==> config.mk <==
export PLATFORM = sky130hd
export DESIGN_NAME = seg_capture
export DESIGN_NICKNAME = d
export VERILOG_FILES = /design/src/rtl/seg_capture.sv
export SDC_FILE = /design/constraint.sdc
export NUM_CORES = 1
export LEC_CHECK = 0
export CAP_MARGIN = 20
export CORE_MARGIN = 3
export CORE_UTILIZATION = 45
export DETAILED_ROUTE_END_ITERATION = 12
export GPL_TIMING_DRIVEN = 0
export PLACE_DENSITY = 0.78
export SYNTH_ARGS = -nofsm -noshare
export SYNTH_HDL_FRONTEND = slang
export SYNTH_SLANG_ARGS = --single-unit
export TNS_END_PERCENT = 20
==> constraint.sdc <==
create_clock -name clk -period 3.5 [get_ports clk]
set_clock_uncertainty 0.1 [all_clocks]
set_input_delay 0.7 -clock clk [delete_from_list [all_inputs] [get_ports clk]]
set_output_delay 0.7 -clock clk [all_outputs]
set_load 0.005 [all_outputs]
==> src/rtl/seg_capture.sv <==
// rtl/seg_capture.sv - seven-segment display bus readback and BCD digit recovery
//
// Purpose: samples a multiplexed, active-low, common-anode seven-segment bus,
// filters anode-scan glitches with a stability counter, and latches the
// decoded value of each digit position.
//
// Ports:
//   clk          rising-edge system clock
//   rst_n        synchronous active-low reset
//   seg[6:0]     segment lines, active-low, bit0=a .. bit6=g
//   an[N-1:0]    digit enables, active-low, one low = digit selected
//   clr          clears digit_valid, err_flag and frame mask (digits kept)
//   digits       latched value of digit i at [4i+3:4i]
//   digit_valid  digit i latched since reset/clr
//   code_err     one-cycle pulse on a filtered illegal pattern
//   err_flag     sticky code_err
//   frame_done   one-cycle pulse once every digit has latched
module seg_capture #(
  parameter int NUM_DIGITS    = 4,
  parameter int STABLE_CYCLES = 4
) (
  input  logic                    clk,
  input  logic                    rst_n,
  input  logic [6:0]              seg,
  input  logic [NUM_DIGITS-1:0]   an,
  input  logic                    clr,
  output logic [4*NUM_DIGITS-1:0] digits,
  output logic [NUM_DIGITS-1:0]   digit_valid,
  output logic                    code_err,
  output logic                    err_flag,
  output logic                    frame_done
);

  localparam logic [7:0] STABLE8 = 8'(STABLE_CYCLES);

  typedef enum logic [1:0] {IDLE, TRACK, HELD} state_e;

  state_e                  state_q, state_d;
  logic [6:0]              s_seg_q;
  logic [NUM_DIGITS-1:0]   s_an_q;
  logic [7:0]              cnt_q, cnt_d;
  logic [4*NUM_DIGITS-1:0] digits_q, digits_d;
  logic [NUM_DIGITS-1:0]   valid_q, valid_d;
  logic [NUM_DIGITS-1:0]   seen_q, seen_d;
  logic                    code_err_q, code_err_d;
  logic                    err_q, err_d;
  logic                    frame_q, frame_d;

  logic [3:0]              dec_val;
  logic                    dec_legal;
  logic                    dec_blank;
  logic                    an_hot_in;
  logic                    s_hot;
  logic                    act;
  logic                    latch;
  logic                    illegal;
  logic [NUM_DIGITS-1:0]   sel;
  logic [NUM_DIGITS-1:0]   latch_bits;
  logic [NUM_DIGITS-1:0]   seen_base;
  logic                    seen_full;

  function automatic logic one_hot_low(input logic [NUM_DIGITS-1:0] a);
    int n;
    n = 0;
    for (int i = 0; i < NUM_DIGITS; i++) begin
      if (!a[i]) n++;
    end
    return n == 1;
  endfunction

  // Pattern bits are {g,f,e,d,c,b,a}, active-low.
  always_comb begin
    dec_val   = 4'h0;
    dec_legal = 1'b0;
    dec_blank = 1'b0;
    case (s_seg_q)
      7'b1000000: begin dec_val = 4'h0; dec_legal = 1'b1; end
      7'b1111001: begin dec_val = 4'h1; dec_legal = 1'b1; end
      7'b0100100: begin dec_val = 4'h2; dec_legal = 1'b1; end
      7'b0110000: begin dec_val = 4'h3; dec_legal = 1'b1; end
      7'b0011001: begin dec_val = 4'h4; dec_legal = 1'b1; end
      7'b0010010: begin dec_val = 4'h5; dec_legal = 1'b1; end
      7'b0000010: begin dec_val = 4'h6; dec_legal = 1'b1; end
      7'b1111000: begin dec_val = 4'h7; dec_legal = 1'b1; end
      7'b0000000: begin dec_val = 4'h8; dec_legal = 1'b1; end
      7'b0010000: begin dec_val = 4'h9; dec_legal = 1'b1; end
      7'b0111111: begin dec_val = 4'hF; dec_legal = 1'b1; end
      7'b1111111: dec_blank = 1'b1;
      default:    ;
    endcase
  end

  // The counter compares the incoming pair against the one being replaced, so
  // cnt_q always counts consecutive identical samples held in s_seg_q/s_an_q.
  always_comb begin
    an_hot_in = one_hot_low(an);
    cnt_d     = 8'd0;
    if (an_hot_in && (seg == s_seg_q) && (an == s_an_q)) begin
      cnt_d = (cnt_q == STABLE8) ? cnt_q : cnt_q + 8'd1;
    end else if (an_hot_in) begin
      cnt_d = 8'd1;
    end
  end

  always_comb begin
    s_hot   = one_hot_low(s_an_q);
    state_d = state_q;
    act     = 1'b0;
    case (state_q)
      IDLE:  if (s_hot) state_d = TRACK;
      TRACK: begin
        if (!s_hot) begin
          state_d = IDLE;
        end else if (cnt_q == STABLE8) begin
          act     = 1'b1;
          state_d = HELD;
        end
      end
      // A saturated counter only drops when the sampled pair changes.
      HELD: begin
        if (!s_hot) state_d = IDLE;
        else if (cnt_q != STABLE8) state_d = TRACK;
      end
      default: state_d = IDLE;
    endcase
  end

  always_comb begin
    latch      = act && dec_legal;
    illegal    = act && !dec_legal && !dec_blank;
    sel        = ~s_an_q;
    latch_bits = latch ? sel : '0;

    digits_d = digits_q;
    for (int i = 0; i < NUM_DIGITS; i++) begin
      if (latch_bits[i]) digits_d[4*i +: 4] = dec_val;
    end

    // A full mask is cleared on the edge that emits frame_done; a latch on
    // that same edge lands in the fresh mask.
    seen_full  = &seen_q;
    seen_base  = seen_full ? '0 : seen_q;
    seen_d     = clr ? '0 : (seen_base | latch_bits);
    frame_d    = seen_full && !clr;

    valid_d    = clr ? '0 : (valid_q | latch_bits);
    code_err_d = illegal;
    err_d      = clr ? 1'b0 : (err_q | illegal);
  end

  always_ff @(posedge clk) begin
    if (!rst_n) begin
      state_q    <= IDLE;
      s_seg_q    <= '1;
      s_an_q     <= '1;
      cnt_q      <= 8'd0;
      digits_q   <= '0;
      valid_q    <= '0;
      seen_q     <= '0;
      code_err_q <= 1'b0;
      err_q      <= 1'b0;
      frame_q    <= 1'b0;
    end else begin
      state_q    <= state_d;
      s_seg_q    <= seg;
      s_an_q     <= an;
      cnt_q      <= cnt_d;
      digits_q   <= digits_d;
      valid_q    <= valid_d;
      seen_q     <= seen_d;
      code_err_q <= code_err_d;
      err_q      <= err_d;
      frame_q    <= frame_d;
    end
  end

  assign digits      = digits_q;
  assign digit_valid = valid_q;
  assign code_err    = code_err_q;
  assign err_flag    = err_q;
  assign frame_done  = frame_q;

endmodule

# --- Word level (Yosys, flattened, before mapping) ---
# Cells that the tools add are included.
# W data, S select, Z words.
word_totals:
  regBits: 48
op_classes:
  n_eq_ne: 23
  add_sub_neg: 7
  n_reduce_logical: 15
  mux: 25
  n_bitwise: 5
op_table:
  columns: ["operator", "n"]
  rows:
  - ["$add A32 B2 Y32 const B", 6]
  - ["$mux W32", 6]
  - ["$eq A32 B2 Y1 const B", 2]
  - ["$pmux W4 S10", 1]
  - ["$eq A7 B7 Y1 const B", 4]
  - ["$eq A7 B5 Y1 const B", 3]
  - ["$eq A7 B6 Y1 const B", 3]
  - ["$mux W8", 2]
  - ["$reduce_or A11 Y1", 1]
  - ["$mux W2", 5]
  - ["$add A8 B1 Y8 const B", 1]
  - ["$eq A8 B3 Y1 const B", 1]
  - ["$mux W1", 8]
  - ["$mux W4", 2]
  - ["$ne A8 B3 Y1 const B", 1]
  - ["$or A4 B4 Y4", 2]
  - ["$eq A7 B2 Y1 const B", 1]
  - ["$eq A7 B7 Y1", 1]
  - ["$logic_not A7 Y1", 1]
  - ["$logic_and A1 B1 Y1", 6]
  - ["$ne A3 B3 Y1 const B", 2]
  - ["$pmux W2 S3", 1]
  - ["$eq A4 B4 Y1", 1]
  - ["$ne A2 B2 Y1 const B", 2]
  - ["10 further kinds", 12]

# --- Logic depth before layout (Yosys ltp) ---
# Gate-level depths: netlist of run 1.
logic_depth:
  depth_word: 13
  mapped_depth: 11
  ltp_nobuf: 10

# --- Least setup slack after synthesis of run 1 ---
# OpenSTA, ideal clock, no wires.
synth_path:
  kind: "input-to-reg"
  start: "in an[0]"
  end: "reg cnt_q[3]"
  n_path_buf: 0
  slack_ps: 919
  path_stages: 8
  required_ps: 3329
  arrival_ps: 2411
  path_cell_list: "inv_1 ha_1 xnor2_1 ha_1 or3_1 a211oi_1 nand2_1 a21oi_1"
synth_via:
  elab_chain_cells: 11
  word_cells_on_any_way: 13
  classes_between: "3 x add/sub; 3 x eq/ne; 5 x mux; 2 x reduce/logical"
synth_lines:
  columns: ["element", "line_no", "source"]
  rows:
  - ["from (decl)", "25", "input logic [NUM_DIGITS-1:0] an,"]
  - ["$mux W1", "66", "if (!a[i]) n++;"]
  - ["$add A32 B2 Y32", "66", null]
  - ["$mux W32", "66", null]
  - ["$add A32 B2 Y32", "66", null]
  - ["$mux W32", "66", null]
  - ["$add A32 B2 Y32", "66", null]
  - ["$mux W32", "66", null]
  - ["$eq A32 B2 Y1", "68", "return n == 1;"]
  - ["$logic_and A1 B1 Y1", "98", "if (an_hot_in && (seg == s_seg_q) && (an == s_an_q)) begin"]
  - ["$logic_and A1 B1 Y1 (*)", "98", null]
  - ["$ne A2 B2 Y1 (no line) / $mux W8 (equally long branches)", null, null]
  - ["to (signal assigned)", "167", "cnt_q <= cnt_d;"]
  - ["to (decl)", "41", "logic [7:0] cnt_q, cnt_d;"]
# Mark *: on every way between the ends. The rest lies on a longest branch, timed or not.
# A chain may end at the register's enable or synchronous reset.

# --- Worst setup path in the final report of run 1 ---
# Same ends and word-level chain as after synthesis.

==> results of run 1 <==
==> worst paths after layout <==
check | from | end | slack [ps] | cells past startpoint
max | an[0] | cnt_q[3] | 480 | 9
min | digit_valid[1] | digit_valid[1] | 350 | 2
max reg2reg | s_an_q[1] | digits[12] | 630 | 11
min reg2reg | digit_valid[1] | digit_valid[1] | 350 | 2
==> cells in the mapped netlist (3+ instances only) <==
cell,count
a211oi_1,3
nand3_1,8
a21oi_1,10
or3_1,8
o21ai_0,7
nand4_1,5
xor2_1,3
nand2b_1,11
inv_1,15
or4_1,4
mux2i_1,13
o31ai_1,4
ha_1,8
nand3b_1,3
nor2_1,19
nand2_1,27
nor2b_1,7
dfxtp_1,48
buf_2,5
xnor2_1,18
o22ai_1,3
clkbuf_1,8
==> per-stage QoR <==
stage / power (mW) / instances
final: 1.08 / 384
after global placement: 0.690 / 376
after detailed placement: 0.693 / 376
after CTS: 1.09 / 384
after floorplan: 0.655 / 270
after global routing: 1.13 / 384
==> power breakdown <==
| part | switching, mW | leakage (nW) | total, mW | internal (mW) |
|---|---|---|---|---|
| logic | 0.0646 | 0.660 | 0.120 | 0.0556 |
| clock network | 0.188 | 0.0541 | 0.399 | 0.211 |
| registers | 0.00690 | 0.390 | 0.561 | 0.554 |
==> worst max-delay path, delay by kind of cell <==
kind | cells | cell delay (ps)
compound gates | 2 | 430
fa+ha+maj | 2 | 590
simple gates | 2 | 590
buf+inv | 2 | 590
xor+xnor | 1 | 250
==> state kept, by name, summed over array words and instances (netlist names) <==
register     flops
digit_valid      4
s_seg_q          7
s_an_q           4
state_q          2
frame_done       1
seen_q           4
digits          16
code_err         1
err_flag         1
cnt_q            8
==> cells by family after synthesis <==
group / after synthesis
AOI/OAI and AO/OA: 42
xor gates and xnor gates: 21
adders and majority gates: 9
buffers and inverters: 29
DFF: 48
muxes: 13
and+or+nand+nor: 108
==> per-layer routing <==
layer	up-vias	routed length, um
met5	-	0
met4	0	38
met3	2	245
met2	54	2480
met1	953	2380
li1	1017	-
==> cell usage in the layout (no fill, tap or decap), types with 2 or more instances in the layout <==
cell type	synthesis	final
a211o_2	2	2
a211o_4	2	2
a211oi_1	3	3
a21oi_1	10	10
a41oi_1	2	2
and2_1	2	2
and4bb_2	2	2
buf_2	5	5
clkbuf_1	8	8
clkbuf_8	0	5
clkdlybuf4s50_1	0	36
dfxtp_1	48	48
ha_1	8	8
inv_1	15	15
mux2i_1	13	13
nand2_1	27	27
nand2b_1	11	11
nand3_1	8	8
nand3b_1	3	3
nand4_1	5	5
nor2_1	19	19
nor2b_1	7	7
nor3_1	2	2
o21ai_0	7	7
o21ai_1	2	2
o22ai_1	3	3
o31ai_1	4	4
or3_1	8	8
or4_1	4	4
xnor2_1	18	18
xor2_1	3	3
==> layout make-up <==
cell class	count	share of cell area, %
Buffer	14	2.21
Clock buffer	5	2.30
Clock inverter	3	1.42
Inverter	15	1.88
Multi-Input combinational cell	193	45.2
Sequential cell	48	32.1
Tap cell	70	2.92
Timing Repair Buffer	36	12.0
==> impl_metrics.yaml, run 1 <==
sta:
  setup_viol: 0
  drv_slew: 0
  holdWs_ps: 351
  setup_ws_ps: 482
  worst_slew_pin_slew_ps: 945
  hold_viol_final: 0
  min_period_over_period_pct: 86.2
  period_needed_ps: 3020
  fmax_mhz: 331
  rsz0062_at_grt: "false"
  finalSetupTns_ps: 0
  relSlewSlack_pct: 36.2
critical_path:
  cp_max_fo: 7
  arrival_ps: 3150
  critical_path.startpoint_type: "input port"
  critPathMaxStageDelay_ps: 520
  cp_common_cell: "ha_1"
  worstSetupPathType: "input port to flop"
  crit_chain: "clkdlybuf4s50_1, inv_1, ha_1, xnor2_1, ha_1, or3_1, a211oi_1, nand2_1, a21oi_1"
  critPathCaptureType: "flop"
  required_ps: 3640
  critical_path.slowest_cell: "clkdlybuf4s50_1"
layout:
  nNetsFinal: 335
  area_growth_pct: 23.0
  regArea_sq_um: 961
  antenna_cells: 0
  final_core_util_pct: 57.9
  multiInputGateArea_sq_um: 1350
  fill_cells: 456
  fin_area_sq_um: 3000
  drive_above_1_share_pct: 8.92
clock_network:
  clkLatencyLatePin_ps: 300
  clk_pin_slew_ps: 90
  ctsHoldBuffers: 0
  clk_path_buf_depth: 2
  cts.htree.levels: 2
  cts_sinks: 48
  numCtsBuffers: 5
  post_cts_buffers: 0
  cts_resized: 0
  root_buffer: "clkbuf_8"
  tritoncts: "yes"
grt:
  grt_use_total_pct: 17.6
  grt_max_degree: 16
  grtUsageMet1_pct: 22.4
  busiest_layer: "met2"
  grt.overflow.total: 0
  grtUsageMet3_pct: 4.63
  grt_pass1_vias: 1898
  antenna_found_initial: 0
  use_met2_pct: 28.8
  grt_pass1_wl_um: 8800
synth:
  synthTopCellsByArea: "dfxtp_1 39%, xnor2_1 6.5%, mux2i_1 5.3%, nand2_1 4.2%, ha_1 4.1%"
  synth_edf_count: 0
  synth_compound_area_share_pct: 13.0
  syn_nets: 292
  ys_warn_count: 0
  avgSynthCellArea_sq_um: 9.02
  ys_seq_elements: 48
  synth-simple-area-share_pct: 25.1
  synthFlopType: "dfxtp_1"
  synth_top_area_share_pct: 39.4
  async_reset_ff_share_pct: 0
  synth_fa_ha_area_share_pct: 4.52
  yosysTopAreaCell: "dfxtp_1"
  netlist_area_sq_um: 2440
  yosysUniqueCellTypes: 48
  synthMuxAreaShare_pct: 5.34
  synth_xor_area_share_pct: 7.55
  yosysSeqAreaShare_pct: 39.4
  netlist_instances: 270
  synth_top_family_by_area: "simple AND/OR/NAND/NOR gates"
routing:
  vias: 2026
  drt_wl_total_um: 5140
  drc: 0
  wl_per_cell_um: 13.4
  drtPass1Iterations: 4
  drt_iter0_markers: 82
  viasPerCell: 5.28
  ant_nets: 0
floorplanning:
  die_h_um: 79.6
  die_area_sq_um: 6330
  io-pin-count: 37
  rows: 26
  initial_core_util_pct: 47.1
  dieWidth_um: 79.6
  coreArea_sq_um: 5170
placement:
  place_area_sq_um: 2880
  place.gp.congestion: 0.812
  post-dp-hpwl_um: 3790
  post-place-ws_ps: 143
  port-buffer-count: 36
pwr:
  peakVddDrop_v: 0.000254
  p_per_area_nw_per_um2: 361
  p_leak_nw: 1.10
job:
  max_cap_violations: 0
status:
  status: "finished, final reports clean"
min_path:
  hold_class: "flop to flop"
Power figures use the tool's default switching activity.
==> inputs of run 2 (changes only) <==
--- a/config.mk
+++ b/config.mk
@@ -7,10 +7,9 @@
 export LEC_CHECK = 0
 export CAP_MARGIN = 20
 export CORE_MARGIN = 3
-export CORE_UTILIZATION = 45
+export CORE_UTILIZATION = 35
 export DETAILED_ROUTE_END_ITERATION = 12
-export GPL_TIMING_DRIVEN = 0
-export PLACE_DENSITY = 0.78
+export PLACE_DENSITY = 0.66
 export SYNTH_ARGS = -nofsm -noshare
 export SYNTH_HDL_FRONTEND = slang
 export SYNTH_SLANG_ARGS = --single-unit
==> run 2 against run 1 <==
Register-to-register slack got worse by 50 ps. Die area increased by 26%. Combinational power shrank 17%. Via count shrank 7.4%. Worst hold slack better by 3.1 ps. Sequential share of layout area grew 0.70 points. Sequential power grew 2%. Clock-buffer cell count increased by 1. Largest cell class unchanged. Highest routed layer unchanged. Clock power is 14% lower.
==> impl_metrics.yaml, run 2 (same netlist as run 1, synthesis figures left out) <==
critical_path:
  r2r_start: "s_an_q[1]"
  r2r-end: "digits[4]"
  crit_start: "an[0]"
  endpoint: "cnt_q[3]"
  cp_max_fo: 7
  critical_path.startpoint_type: "input port"
  critPathCaptureType: "flop"
  required_ps: 3640
  r2r.worst_path.cells: 10
  arrival_ps: 3180
  worstSetupPathType: "input port to flop"
  rrSetupSlack_ps: 580
sta:
  worst_slew_pin_slew_ps: 864
  finalSetupTns_ps: 0
  setup_ws_ps: 459
  setup_viol: 0
  holdWs_ps: 354
  rsz0062_at_grt: "false"
  relSlewSlack_pct: 41.7
  hold_viol_final: 0
  fmax_mhz: 329
  period_needed_ps: 3040
  drv_slew: 0
  min_period_over_period_pct: 86.9
routing:
  drc: 0
  vias: 1877
  drt_iter0_markers: 107
  drt_wl_total_um: 4990
  drtPass1Iterations: 4
  viasPerCell: 4.97
  wl_per_cell_um: 13.2
  ant_nets: 0
layout:
  final_core_util_pct: 44.9
  antenna_cells: 0
  nNetsFinal: 322
  area_growth_pct: 20.3
  mostFrequentLayoutCells: "48 x dfxtp_1, 36 x clkdlybuf4s50_1, 27 x nand2_1, 19 x nor2_1, 18 x xnor2_1"
  largest_reg_flops: 16
  final_common_cell: "dfxtp_1"
  drive_above_1_share_pct: 7.64
placement:
  place.gp.congestion: 0.829
  post-dp-hpwl_um: 3670
  post-place-ws_ps: 144
  port-buffer-count: 36
grt:
  grt_pass1_vias: 1808
  antenna_found_initial: 0
  grt.overflow.total: 0
  grt_use_total_pct: 13.5
  grt_max_degree: 29
  grt_pass1_wl_um: 8440
min_path:
  hold_depth: 2
  hold_class: "flop to flop"
clock_network:
  tritoncts: "yes"
  cts_sinks: 48
  clk_pin_slew_ps: 90
  post_cts_buffers: 0
  ctsHoldBuffers: 0
  root_buffer: "clkbuf_8"
  numCtsBuffers: 5
  clkLatencyLatePin_ps: 300
  clk_path_buf_depth: 2
  cts.htree.levels: 2
  cts_resized: 0
pwr:
  p_int_uw: 766
  p_comb_share_pct: 9.8
  clkPwrFrac_pct: 33.7
  switching_share_pct: 24.8
  p_per_area_nw_per_um2: 347
  peakVddDrop_v: 0.000171
  netSwitchingPower_uw: 252
  p_leak_nw: 1.07
  seqPwrFrac_pct: 56.4
job:
  max_cap_violations: 0
floorplanning:
  rows: 29
  die_h_um: 89.4
  coreArea_sq_um: 6530
  dieWidth_um: 89.4
  die_area_sq_um: 8000
  initial_core_util_pct: 37.3
  io-pin-count: 37
status:
  status: "finished, final reports clean"
-- run 2: critical path: stages --
cell	delay [ps]
clkdlybuf4s50_1	530
inv_1	80
ha_1	330
xnor2_1	250
ha_1	270
or3_1	360
a211oi_1	280
nand2_1	220
a21oi_1	160
-- run 2: metrics by stage --
stage	instance area (sq um)	power, mW	cells
2_1_floorplan	2440	0.655	270
4_1_cts	2930	1.03	378
3_3_place_gp	2830	0.687	370
6_report	2930	1.02	378
5_1_grt	2930	1.08	378
3_5_place_dp	2830	0.688	370
-- run 2: how the worst min path moves through the flow --
stage	start	endpoint	slack [ps]
2_1_floorplan	seen_q[0]	seen_q[0]	320
3_3_place_gp	digit_valid[3]	digit_valid[3]	340
3_5_place_dp	digit_valid[3]	digit_valid[3]	340
4_1_cts	digit_valid[3]	digit_valid[3]	360
5_1_grt	digit_valid[3]	digit_valid[3]	370
6_report	digit_valid[0]	digit_valid[0]	350
-- run 2: cell type report --
| class | count | area (sq um) |
|---|---|---|
| fill | 656 | 3600 |
| tap | 77 | 96.3 |
| sequential | 48 | 961 |
| clock buffer | 6 | 82.6 |
| inverter | 15 | 56.3 |
| clock inverter | 2 | 15.0 |
| timing repair buffer | 37 | 368 |
| multi-input combinational | 193 | 1350 |
-- run 2: layer usage --
layer | GRT usage [%] | part of all wire [%]
met5 | 0 | 0
met4 | 4.19 | 1.3
met3 | 4.15 | 5.5
met2 | 21.1 | 45
met1 | 17.8 | 48
-- run 2: power by group through the flow --
| stage | logic [mW] | registers (mW) | clock network [mW] |
|---|---|---|---|
| 2_1_floorplan | 0.0826 | 0.572 | 0 |
| 3_3_place_gp | 0.0994 | 0.587 | 0 |
| 5_1_grt | 0.114 | 0.578 | 0.384 |
| 4_1_cts | 0.101 | 0.575 | 0.357 |
| 6_report | 0.100 | 0.575 | 0.344 |
| 3_5_place_dp | 0.101 | 0.588 | 0 |
==> inputs of run 3 (changes only) <==
--- a/config.mk
+++ b/config.mk
@@ -10,6 +10,7 @@
 export CORE_UTILIZATION = 35
 export DETAILED_ROUTE_END_ITERATION = 12
 export PLACE_DENSITY = 0.66
+export SKIP_LAST_GASP = 1
 export SYNTH_ARGS = -nofsm -noshare
 export SYNTH_HDL_FRONTEND = slang
 export SYNTH_SLANG_ARGS = --single-unit
==> results of run 3 <==
Final layout, timing and power as in run 2 (identical DEF).
